`config.mk`:
```
export PLATFORM = sky130hd
export DESIGN_NAME = out_pixel_writer
export DESIGN_NICKNAME = d
export VERILOG_FILES = /design/src/rtl/out_pixel_writer.sv
export SDC_FILE = /design/constraint.sdc
export NUM_CORES = 1
export LEC_CHECK = 0
export BUFFER_PORTS_ARGS = -buffer_cell sky130_fd_sc_hd__buf_2
export CAP_MARGIN = 20
export CORE_MARGIN = 8
export CORE_UTILIZATION = 58
export DETAILED_ROUTE_END_ITERATION = 8
export PLACE_DENSITY = 0.79
export SYNTH_ARGS = -nofsm -noshare
export SYNTH_HDL_FRONTEND = slang
export SYNTH_SLANG_ARGS = --single-unit
```
`constraint.sdc`:
```
create_clock -name clk -period 3 [get_ports clk]
set_input_delay 0.6 -clock clk [delete_from_list [all_inputs] [get_ports clk]]
set_output_delay 0.6 -clock clk [all_outputs]
set_load 0.03 [all_outputs]
```
`src/rtl/out_pixel_writer.sv`:
```
// Buffers signed pixel results, clamps them to 0..255 and writes them to sequential memory addresses.
// Writes one cycle after accept into an empty FIFO; res_ready drops when the FIFO is full or NUM_PIX results are taken.
module out_pixel_writer #(
  parameter int NUM_PIX    = 76800,
  parameter int ADDR_W     = 17,
  parameter int FIFO_DEPTH = 4
) (
  input  logic              clk,
  input  logic              rst_n,
  input  logic              start,
  input  logic              res_valid,
  input  logic [31:0]       res_data,
  output logic              res_ready,
  output logic              mem_we,
  output logic [ADDR_W-1:0] mem_addr,
  output logic [7:0]        mem_wdata,
  output logic              busy,
  output logic              frame_done,
  output logic [ADDR_W-1:0] sat_count
);

  localparam int PW = $clog2(FIFO_DEPTH);
  localparam logic [PW:0]       DEPTH_C   = (PW+1)'(FIFO_DEPTH);
  localparam logic [ADDR_W:0]   NUM_PIX_C = (ADDR_W+1)'(NUM_PIX);
  localparam logic [ADDR_W-1:0] LAST_ADDR = ADDR_W'(NUM_PIX - 1);

  typedef enum logic [1:0] {IDLE, RUN, DONE} state_t;

  state_t            state, state_n;
  logic [31:0]       fifo_mem [FIFO_DEPTH];
  logic [PW-1:0]     rd_ptr, wr_ptr;
  logic [PW:0]       cnt, cnt_n;
  logic [ADDR_W:0]   acc, acc_n;
  logic [ADDR_W-1:0] wptr;
  logic              push, pop, arm;
  logic [31:0]       head;
  logic [7:0]        pix;
  logic              clamped;

  always_comb begin
    state_n = state;
    arm     = 1'b0;
    push    = res_valid && res_ready;
    pop     = (state == RUN) && (cnt != '0);
    case (state)
      IDLE: if (start) begin
        state_n = RUN;
        arm     = 1'b1;
      end
      RUN:  if (pop && (wptr == LAST_ADDR)) state_n = DONE;
      DONE: state_n = IDLE;
      default: state_n = IDLE;
    endcase
    cnt_n = arm ? '0 : cnt + {{PW{1'b0}}, push} - {{PW{1'b0}}, pop};
    acc_n = arm ? '0 : acc + {{ADDR_W{1'b0}}, push};
  end

  always_comb begin
    head    = fifo_mem[rd_ptr];
    clamped = 1'b1;
    if (head[31]) begin
      pix = 8'h00;
    end else if (head[30:8] != '0) begin
      pix = 8'hFF;
    end else begin
      pix     = head[7:0];
      clamped = 1'b0;
    end
  end

  // Storage carries no reset; occupancy is tracked by cnt alone.
  always_ff @(posedge clk) begin
    if (push) fifo_mem[wr_ptr] <= res_data;
  end

  always_ff @(posedge clk) begin
    if (!rst_n) begin
      state      <= IDLE;
      rd_ptr     <= '0;
      wr_ptr     <= '0;
      cnt        <= '0;
      acc        <= '0;
      wptr       <= '0;
      res_ready  <= 1'b0;
      mem_we     <= 1'b0;
      mem_addr   <= '0;
      mem_wdata  <= '0;
      busy       <= 1'b0;
      frame_done <= 1'b0;
      sat_count  <= '0;
    end else begin
      state      <= state_n;
      cnt        <= cnt_n;
      acc        <= acc_n;
      // Registered from next-cycle occupancy so a full FIFO blocks even when a pop is in flight.
      res_ready  <= (state_n == RUN) && (cnt_n != DEPTH_C) && (acc_n < NUM_PIX_C);
      busy       <= (state_n == RUN);
      frame_done <= (state == DONE);
      mem_we     <= pop;
      if (arm) begin
        rd_ptr    <= '0;
        wr_ptr    <= '0;
        wptr      <= '0;
        sat_count <= '0;
      end
      if (push) wr_ptr <= wr_ptr + PW'(1);
      if (pop) begin
        rd_ptr    <= rd_ptr + PW'(1);
        mem_addr  <= wptr;
        mem_wdata <= pix;
        wptr      <= wptr + ADDR_W'(1);
        if (clamped && !(&sat_count)) sat_count <= sat_count + ADDR_W'(1);
      end
    end
  end

endmodule

```
==> results of run 1 <==
==> power groups by stage <==
| stage | Sequential, mW | Clock [mW] | Combinational [mW] |
|---|---|---|---|
| 2_1_floorplan | 3.36 | 0 | 0.168 |
| 3_3_place_gp | 3.34 | 0 | 0.289 |
| 3_5_place_dp | 3.34 | 0 | 0.301 |
| 4_1_cts | 3.28 | 2.94 | 0.304 |
| 5_1_grt | 3.28 | 3.06 | 0.332 |
| 6_report | 3.28 | 2.90 | 0.303 |
==> Yosys cell counts (all sizes together), types with 5 or more instances <==
master   count
nand4       15
nor4        26
o2bb2ai      7
a21oi       39
ha          10
inv         11
nand2       69
o211ai       5
nor3        11
edfxtp     128
a21o        11
buf          9
dfxtp       92
xnor2        9
and3        19
nand3       42
xor2        10
mux4         9
o21ai       22
or3          7
clkbuf      17
nor2b       10
nor3b        5
nor2        55
==> worst paths after layout <==
kind	slack (ns)	startpoint	to
worst max-delay path	0.21	res_ready	res_ready
worst max register to register	0.21	res_ready	res_ready
worst min-delay path	0.29	res_data[1]	fifo_mem[0][1]
worst min register to register	0.45	mem_addr[6]	mem_addr[6]
==> cells by family after synthesis <==
logic type      count (synthesis)  share of synthesized area
compound gates                101                     0.0755
xor+xnor                       19                     0.0196
fa+ha+maj                      11                     0.0171
buf+inv                        38                     0.0190
flops                         220                      0.670
mux                            11                     0.0264
simple gates                  277                      0.172
==> critical path, cell delays in order, from the launching register on <==
cell and delay [ns]:
dfxtp_1 0.44, nand2_1 0.15, inv_1 0.14, ha_1 0.28
ha_1 0.30, nand3_1 0.14, or2_1 0.28, nor2_2 0.23
nor3_1 0.08, a22o_1 0.24, a211o_1 0.25, and3_1 0.15
==> per-layer routing <==
layer / share of wire / vias up / GRT usage
met5: 0 / - / 0
met4: 0.019 / 0 / 0.0604
met3: 0.047 / 33 / 0.0338
met2: 0.53 / 141 / 0.337
met1: 0.40 / 2772 / 0.212
li1: - / 2709 / -
==> final cells by class <==
cell class              count  area share
clock buffers              29      0.0624
flip-flops and latches    220       0.574
repair buffers             94      0.0508
clock inverters            13      0.0170
inverters                  12     0.00455
multi-input cells         419       0.268
well taps                 184      0.0232
==> registers in the layout, summed over array words and instances (netlist names), 2 cells and up, named ones only <==
name       count
wptr          17
cnt            3
sat_count     17
fifo_mem     128
state          2
wr_ptr         2
mem_addr      17
rd_ptr         2
acc           18
mem_wdata      8
==> metrics by stage <==
stage	utilization	area [um2]	hold slack (ns)	setup WS, ns
floorplan	-	8480	0.448	0.354
global placement	0.632	9110	0.438	0.210
detailed placement	0.632	9110	0.444	0.107
CTS	0.686	9900	0.279	0.221
global route	0.687	9910	0.281	0.0416
finish	0.687	9910	0.291	0.211
==> timing repair <==
| item | in CTS | in global routing |
|---|---|---|
| setup buffers | 0 | 0 |
| resized for setup | 0 | 2 |
| endpoints found under the setup margin | 0 | 8 |
==> impl_metrics.env, run 1 <==
export IMPL_core_um2=14400
export IMPL_netlist_area_leader_share=0.453
export IMPL_synth_edf_count=128
export IMPL_slew_headroom=0.547
export IMPL_clock_latency_ns=0.52
export IMPL_avgSynthCellArea_um2=12.5
export IMPL_firstDrtPassIters=4
export IMPL_setup_viol_count_final=0
export IMPL_synth_cell_types=64
export IMPL_slew_violations=0
export IMPL_crit_required_ns=3.40
export IMPL_seqCellArea_um2=5690
export IMPL_crit_type="reg2reg"
export IMPL_routed_wl_um=17400
export IMPL_layout_common_cells="edfxtp_1, dfxtp_1, buf_2, nand2_1, nor2_1"
export IMPL_hold_path_class="in2reg"
export IMPL_max_freq_ghz=0.359
export IMPL_clock_root_buffer="clkbuf_16"
export IMPL_place_gp_congestion=0.806
export IMPL_synth_nets=724
export IMPL_rsz0062_at_grt="false"
export IMPL_period_share=0.930
export IMPL_path_max_fanout=6
export IMPL_die_x_um=137
export IMPL_die_height_um=137
export IMPL_internal_power_mw=5.08
export IMPL_grt_pass1_wl_um=27700
export IMPL_synth_area_top_cells="edfxtp_1, dfxtp_1, nand2_1, mux4_2, nand3_1"
export IMPL_synth_seq_area_share=0.670
export IMPL_synth_area_um2=8480
export IMPL_post_cts_hold_buffer_count=0
export IMPL_grt_max_degree=42
export IMPL_multi_input_area_um2=2660
export IMPL_cts_max_level=1
export IMPL_core_rowCount=44
export IMPL_synth_warning_count=0
export IMPL_min_period_ns=2.79
export IMPL_pwr_share_comb=0.047
export IMPL_finalNetCount=817
export IMPL_clock_skew_ns=0.0268
export IMPL_grt_pass1_vias=5620
export IMPL_routedWlPerCell_um=17.9
export IMPL_power_leakage_nw=3.60
export IMPL_seqPwrFrac=0.506
export IMPL_drc=0
export IMPL_finalHoldViolCount=0
export IMPL_num_io_pins=82
export IMPL_max_cap_violations=0
export IMPL_antenna_found_initial=0
export IMPL_clkTransAtPathRegs_ns=0.06
export IMPL_switching_share=0.216
export IMPL_dp_cells=929
export IMPL_power_mw=6.48
export IMPL_reg2reg_depth=11
export IMPL_viasPerCell=5.82
export IMPL_cp_start_kind="flip-flop"
export IMPL_dieArea_um2=18800
export IMPL_start_util=0.588
export IMPL_synth_largest_area_cell="edfxtp_1"
export IMPL_async_flop_share=0
export IMPL_worstHoldPathCells=1
export IMPL_arrival_ns=3.19
export IMPL_clockBufferDepth=3
export IMPL_ys_ff_latch=220
export IMPL_clkPwrFrac=0.447
export IMPL_cts_tree="done"
export IMPL_drt_first_iter_violations=332
export IMPL_final_cells=971
export IMPL_grt_overflow=0
export IMPL_numClockSinks=220
export IMPL_switching_power_mw=1.40
export IMPL_grt_use_total=0.184
export IMPL_syn2layout_area_growth_pct=16.8
export IMPL_outcome="completed"
export IMPL_peakVddDrop_v=0.000590
export IMPL_detail_route_antenna_nets=0
export IMPL_drive_gt1_frac=0.199
export IMPL_cp_end_kind="flip-flop"
export IMPL_cellPowerDensity_nw_per_um2=654
export IMPL_layout_commonest_cell="edfxtp_1"
export IMPL_hpwl_um=11400
export IMPL_insertedDiodeCount=0
export IMPL_ys_flop_type="edfxtp_1"
export IMPL_fillers=994
export IMPL_worstMarginPinSlew_ns=0.673
export IMPL_vias=5655
export IMPL_numCtsBuffers=23
export IMPL_fin_setup_tns_ns=0
export IMPL_synthCells=677
export IMPL_port_buffers=81
Note: power is estimated with default switching activity, not from simulation.
==> run 2, diff against run 1 <==
--- a/config.mk
+++ b/config.mk
@@ -7,10 +7,13 @@
 export LEC_CHECK = 0
 export BUFFER_PORTS_ARGS = -buffer_cell sky130_fd_sc_hd__buf_2
 export CAP_MARGIN = 20
+export CELL_PAD_IN_SITES_DETAIL_PLACEMENT = 0
+export CELL_PAD_IN_SITES_GLOBAL_PLACEMENT = 1
 export CORE_MARGIN = 8
-export CORE_UTILIZATION = 58
+export CORE_UTILIZATION = 48
 export DETAILED_ROUTE_END_ITERATION = 8
-export PLACE_DENSITY = 0.79
+export PLACE_DENSITY = 0.8
+export SLEW_MARGIN = 25
 export SYNTH_ARGS = -nofsm -noshare
 export SYNTH_HDL_FRONTEND = slang
 export SYNTH_SLANG_ARGS = --single-unit
==> impl_metrics.env, run 2 (synthesis gave the netlist of run 1 again) <==
export IMPL_drive_gt1_frac=0.195
export IMPL_path_cells="ha_1 > nand3_1 > nor2_1 > nand3_1 > nor2_1 > nand2_1 > nor3_1 > ha_1 > nor2_1 > nand4_2 > nor3b_1 > a211o_1"
export IMPL_clock_latency_ns=0.50
export IMPL_critPathTopFamily="simple AND/OR/NAND/NOR gates"
export IMPL_setup_slack_ns=0.303
export IMPL_die_x_um=149
export IMPL_routed_wl_um=17400
export IMPL_grt_max_degree=42
export IMPL_cellPowerDensity_nw_per_um2=622
export IMPL_ctsResizeCount=0
export IMPL_slew_violations=0
export IMPL_pre_cts_slack_ns=0.114
export IMPL_finalHoldViolCount=0
export IMPL_drc=0
export IMPL_grt_pass1_wl_um=28300
export IMPL_largest_reg_flops=128
export IMPL_firstDrtPassIters=4
export IMPL_core_um2=17300
export IMPL_start_util=0.490
export IMPL_hold_path_class="in2reg"
export IMPL_max_cap_violations=0
export IMPL_path_max_fanout=18
export IMPL_numClockSinks=220
export IMPL_postCtsSetupBuffers=0
export IMPL_port_buffers=81
export IMPL_power_leakage_nw=3.56
export IMPL_cp_start_kind="flip-flop"
export IMPL_numCtsBuffers=23
export IMPL_cp_buffers_inverters=0
export IMPL_slew_headroom=0.602
export IMPL_crit_required_ns=3.38
export IMPL_arrival_ns=3.08
export IMPL_detail_route_antenna_nets=0
export IMPL_routedWlPerCell_um=17.1
export IMPL_clock_root_buffer="clkbuf_16"
export IMPL_setup_viol_count_final=0
export IMPL_dp_cells=973
export IMPL_post_cts_hold_buffer_count=0
export IMPL_antenna_found_initial=0
export IMPL_rsz0062_at_grt="false"
export IMPL_clkTransAtPathRegs_ns=0.06
export IMPL_fin_setup_tns_ns=0
export IMPL_critPathMaxStageDelay_ns=0.37
export IMPL_period_share=0.899
export IMPL_dieArea_um2=22200
export IMPL_min_period_ns=2.70
export IMPL_hpwl_um=11700
export IMPL_largest_register="fifo_mem"
export IMPL_num_io_pins=82
export IMPL_grt_use_total=0.156
export IMPL_core_rowCount=48
export IMPL_max_freq_ghz=0.371
export IMPL_vias=5555
export IMPL_peakVddDrop_v=0.000788
export IMPL_die_height_um=149
export IMPL_cts_max_level=1
export IMPL_worstMarginPinSlew_ns=0.596
export IMPL_viasPerCell=5.48
export IMPL_fillers=1413
export IMPL_top_regs="fifo_mem: 128 flops, acc: 18 flops"
export IMPL_grt_overflow=0
export IMPL_cts_tree="done"
export IMPL_final_cells=1013
export IMPL_crit_type="reg2reg"
export IMPL_outcome="completed"
export IMPL_clock_skew_ns=0.0171
export IMPL_syn2layout_area_growth_pct=16.3
export IMPL_insertedDiodeCount=0
export IMPL_drt_first_iter_violations=339
export IMPL_grt_pass1_vias=5661
export IMPL_slowest_stage="dfxtp_1"
export IMPL_place_gp_congestion=0.779
export IMPL_clockBufferDepth=3
export IMPL_cpMostUsedCell="nor2_1"
export IMPL_layout_common_cells="edfxtp_1, dfxtp_1, buf_2, nand2_1, nor2_1"
export IMPL_layout_commonest_cell="edfxtp_1"
export IMPL_finalNetCount=820
export IMPL_cp_end_kind="flip-flop"
==> run 2: path summary, 6_finish.rpt <==
path,startpoint,end,slack (ns),depth (start not counted)
worst max-delay path,sat_count[0],sat_count[14],0.30,12
worst min-delay path,res_data[29],fifo_mem[0][29],0.32,1
worst max register to register,sat_count[0],sat_count[14],0.30,12
worst min register to register,mem_addr[3],mem_addr[3],0.45,2
==> run 2: where the power goes <==
part           switching (mW)  total, mW  internal [mW]
Clock                    1.06       2.55           1.49
Combinational           0.205      0.305         0.0997
Sequential             0.0292       3.28           3.25
==> run 2: per-stage QoR <==
| stage | utilization | total power [mW] | instance area, um2 | hold WS (ns) |
|---|---|---|---|---|
| 2_1_floorplan | - | 3.53 | 8480 | 0.448 |
| 3_3_place_gp | 0.531 | 3.64 | 9180 | 0.439 |
| 3_5_place_dp | 0.531 | 3.65 | 9180 | 0.447 |
| 4_1_cts | 0.570 | 6.21 | 9860 | 0.304 |
| 5_1_grt | 0.570 | 6.35 | 9860 | 0.314 |
| 6_report | 0.570 | 6.13 | 9860 | 0.321 |
==> run 2: worst register-to-register path, delay by kind of cell, from the launching register on <==
family / cells / cell delay [ns]
compound gates: 1 / 0.27
fa+ha+maj: 2 / 0.42
flops: 1 / 0.37
simple gates: 9 / 1.53
==> run 2: area by class of cell <==
cell class	count	area, um2	area share
Tap cell	225	282	0.0285
Clock inverter	11	80.1	0.00812
Inverter	12	45.0	0.00457
Clock buffer	29	598	0.0606
Timing Repair Buffer	97	526	0.0533
Sequential cell	220	5690	0.577
Multi-Input combinational cell	419	2650	0.268
==> run 2: metal layers <==
metal	track usage	part of all wire
met5	0	0
met4	0.0454	0.016
met3	0.0303	0.046
met2	0.273	0.50
met1	0.193	0.44
==> run 3, diff against run 2 <==
==> constraint.sdc (replaced) <==
create_clock -name clk -period 2.5 [get_ports clk]
set_input_delay 0.5 -clock clk [delete_from_list [all_inputs] [get_ports clk]]
set_output_delay 0.5 -clock clk [all_outputs]
set_load 0.03 [all_outputs]
==> impl_metrics.env, run 3 (synthesis gave the netlist of run 1 again) <==
export IMPL_grt_use_total=0.153
export IMPL_layout_commonest_cell="edfxtp_1"
export IMPL_dp_cells=986
export IMPL_clockBufferDepth=3
export IMPL_hold_path_class="in2reg"
export IMPL_cts_tree="done"
export IMPL_detail_route_antenna_nets=0
export IMPL_cellPowerDensity_nw_per_um2=768
export IMPL_max_freq_ghz=0.431
export IMPL_fin_util=0.587
export IMPL_antenna_found_initial=0
export IMPL_viasPerCell=5.45
export IMPL_num_io_pins=82
export IMPL_grt_max_degree=43
export IMPL_finalNetCount=838
export IMPL_clock_root_buffer="clkbuf_16"
export IMPL_setup_slack_ns=0.180
export IMPL_setup_viol_count_final=0
export IMPL_final_cells=1031
export IMPL_start_util=0.490
export IMPL_worstMarginPinSlew_ns=0.771
export IMPL_power_leakage_nw=3.70
export IMPL_outcome="completed"
export IMPL_path_cells="ha_1 > nand3_1 > nor2_2 > nand3_1 > nor2_2 > nand2_1 > nor3_2 > ha_2 > nor2_4 > nand3_1 > and2_2 > a211o_1"
export IMPL_whs_ns=0.222
export IMPL_period_share=0.928
export IMPL_path_max_fanout=7
export IMPL_place_gp_congestion=0.805
export IMPL_switching_power_mw=1.57
export IMPL_drt_first_iter_violations=235
export IMPL_arrival_ns=2.70
export IMPL_clock_latency_ns=0.50
export IMPL_slew_violations=0
export IMPL_numClockSinks=220
export IMPL_placed_cell_area_um2=9280
export IMPL_slew_headroom=0.484
export IMPL_dieArea_um2=22200
export IMPL_syn2layout_area_growth_pct=19.6
export IMPL_power_mw=7.79
export IMPL_internal_power_mw=6.22
export IMPL_seqCellArea_um2=5690
export IMPL_switching_share=0.201
export IMPL_cpMostUsedCell="nand3_1"
export IMPL_critPathTopFamily="simple AND/OR/NAND/NOR gates"
export IMPL_port_buffers=81
export IMPL_cp_buffers_inverters=0
export IMPL_seqPwrFrac=0.505
export IMPL_grt_overflow=0
export IMPL_largest_register="fifo_mem"
export IMPL_clkPwrFrac=0.446
export IMPL_peakVddDrop_v=0.000623
export IMPL_finalHoldViolCount=0
export IMPL_fillers=1414
export IMPL_drive_gt1_frac=0.226
export IMPL_stdcell_area_um2=10100
export IMPL_pre_cts_slack_ns=-0.00922
export IMPL_cp_start_kind="flip-flop"
export IMPL_layout_common_cells="edfxtp_1, dfxtp_1, buf_2, nand2_1, nor2_1"
export IMPL_clkTransAtPathRegs_ns=0.06
export IMPL_drc=0
export IMPL_insertedDiodeCount=0
export IMPL_hpwl_um=11600
export IMPL_vias=5620
export IMPL_die_x_um=149
export IMPL_die_height_um=149
export IMPL_grt_pass1_wl_um=27700
export IMPL_largest_reg_flops=128
export IMPL_max_cap_violations=0
export IMPL_min_period_ns=2.32
export IMPL_crit_required_ns=2.88
export IMPL_clock_skew_ns=0.0157
export IMPL_cp_end_kind="flip-flop"
export IMPL_grt_pass1_vias=5559
export IMPL_routedWlPerCell_um=16.7
export IMPL_pwr_share_comb=0.049
export IMPL_critPathMaxStageDelay_ns=0.33
export IMPL_slowest_stage="dfxtp_2"
export IMPL_numCtsBuffers=23
export IMPL_routed_wl_um=17300
export IMPL_firstDrtPassIters=4
export IMPL_cts_max_level=1
export IMPL_core_um2=17300
export IMPL_fin_setup_tns_ns=0
export IMPL_crit_type="reg2reg"
export IMPL_core_rowCount=48
export IMPL_top_regs="fifo_mem: 128 flops, acc: 18 flops"
export IMPL_multi_input_area_um2=2710
==> run 3: changes by cell type in the layout (fill, tap and decap cells not counted), moves of 2 or more <==
cell	change
nor2_1	-3
clkinvlp_2	-4
bufinv_16	+4
dfxtp_1	-4
dfxtp_2	+4
nor2_2	+2
clkinv_1	+3
buf_4	+15
==> run 3: area by class of cell <==
cell class,instances,area share
Clock buffer,28,0.0586
Tap cell,225,0.0277
Sequential cell,220,0.561
Inverter,12,0.00444
Multi-Input combinational cell,421,0.267
Timing Repair Buffer,113,0.0640
Clock inverter,12,0.0175
==> run 3: layer usage <==
layer | share of wire | vias up | GRT usage | wire, um
li1 | - | 2751 | - | -
met1 | 0.44 | 2735 | 0.194 | 7640
met2 | 0.49 | 110 | 0.262 | 8500
met3 | 0.048 | 24 | 0.0300 | 833
met4 | 0.017 | 0 | 0.0449 | 286
met5 | 0 | - | 0 | 0
==> run 3: power by group through the flow <==
stage	combinational [mW]	clock, mW	sequential, mW
after global routing	0.420	3.70	3.94
after floorplan	0.203	0	4.03
final	0.381	3.47	3.94
after global placement	0.359	0	4.01
after CTS	0.374	3.55	3.94
after detailed placement	0.372	0	4.01
==> run 3: path summary, 6_finish.rpt <==
path	from	to	slack, ns	cells past startpoint
worst max register to register	sat_count[0]	sat_count[14]	0.18	12
worst max-delay path	sat_count[0]	sat_count[14]	0.18	12
worst min-delay path	res_data[5]	fifo_mem[0][5]	0.22	1
worst min register to register	mem_addr[7]	mem_addr[7]	0.45	2
==> run 3: timing repair <==
action / 4_1_cts / 5_1_grt
setup buffers: 0 / 3
gates resized for setup: 1 / 12
pin swaps: 0 / 3
setup endpoints to repair: 1 / 18
hold buffers: 0 / 0
gates cloned: 0 / 2
==> run 3: worst reg2reg max path: cells and delay by family (launching register included) <==
kind / cells / cell delay (ns)
AOI/OAI and AO/OA: 1 / 0.30
adders and majority gates: 2 / 0.43
DFF: 1 / 0.33
and+or+nand+nor: 9 / 1.15
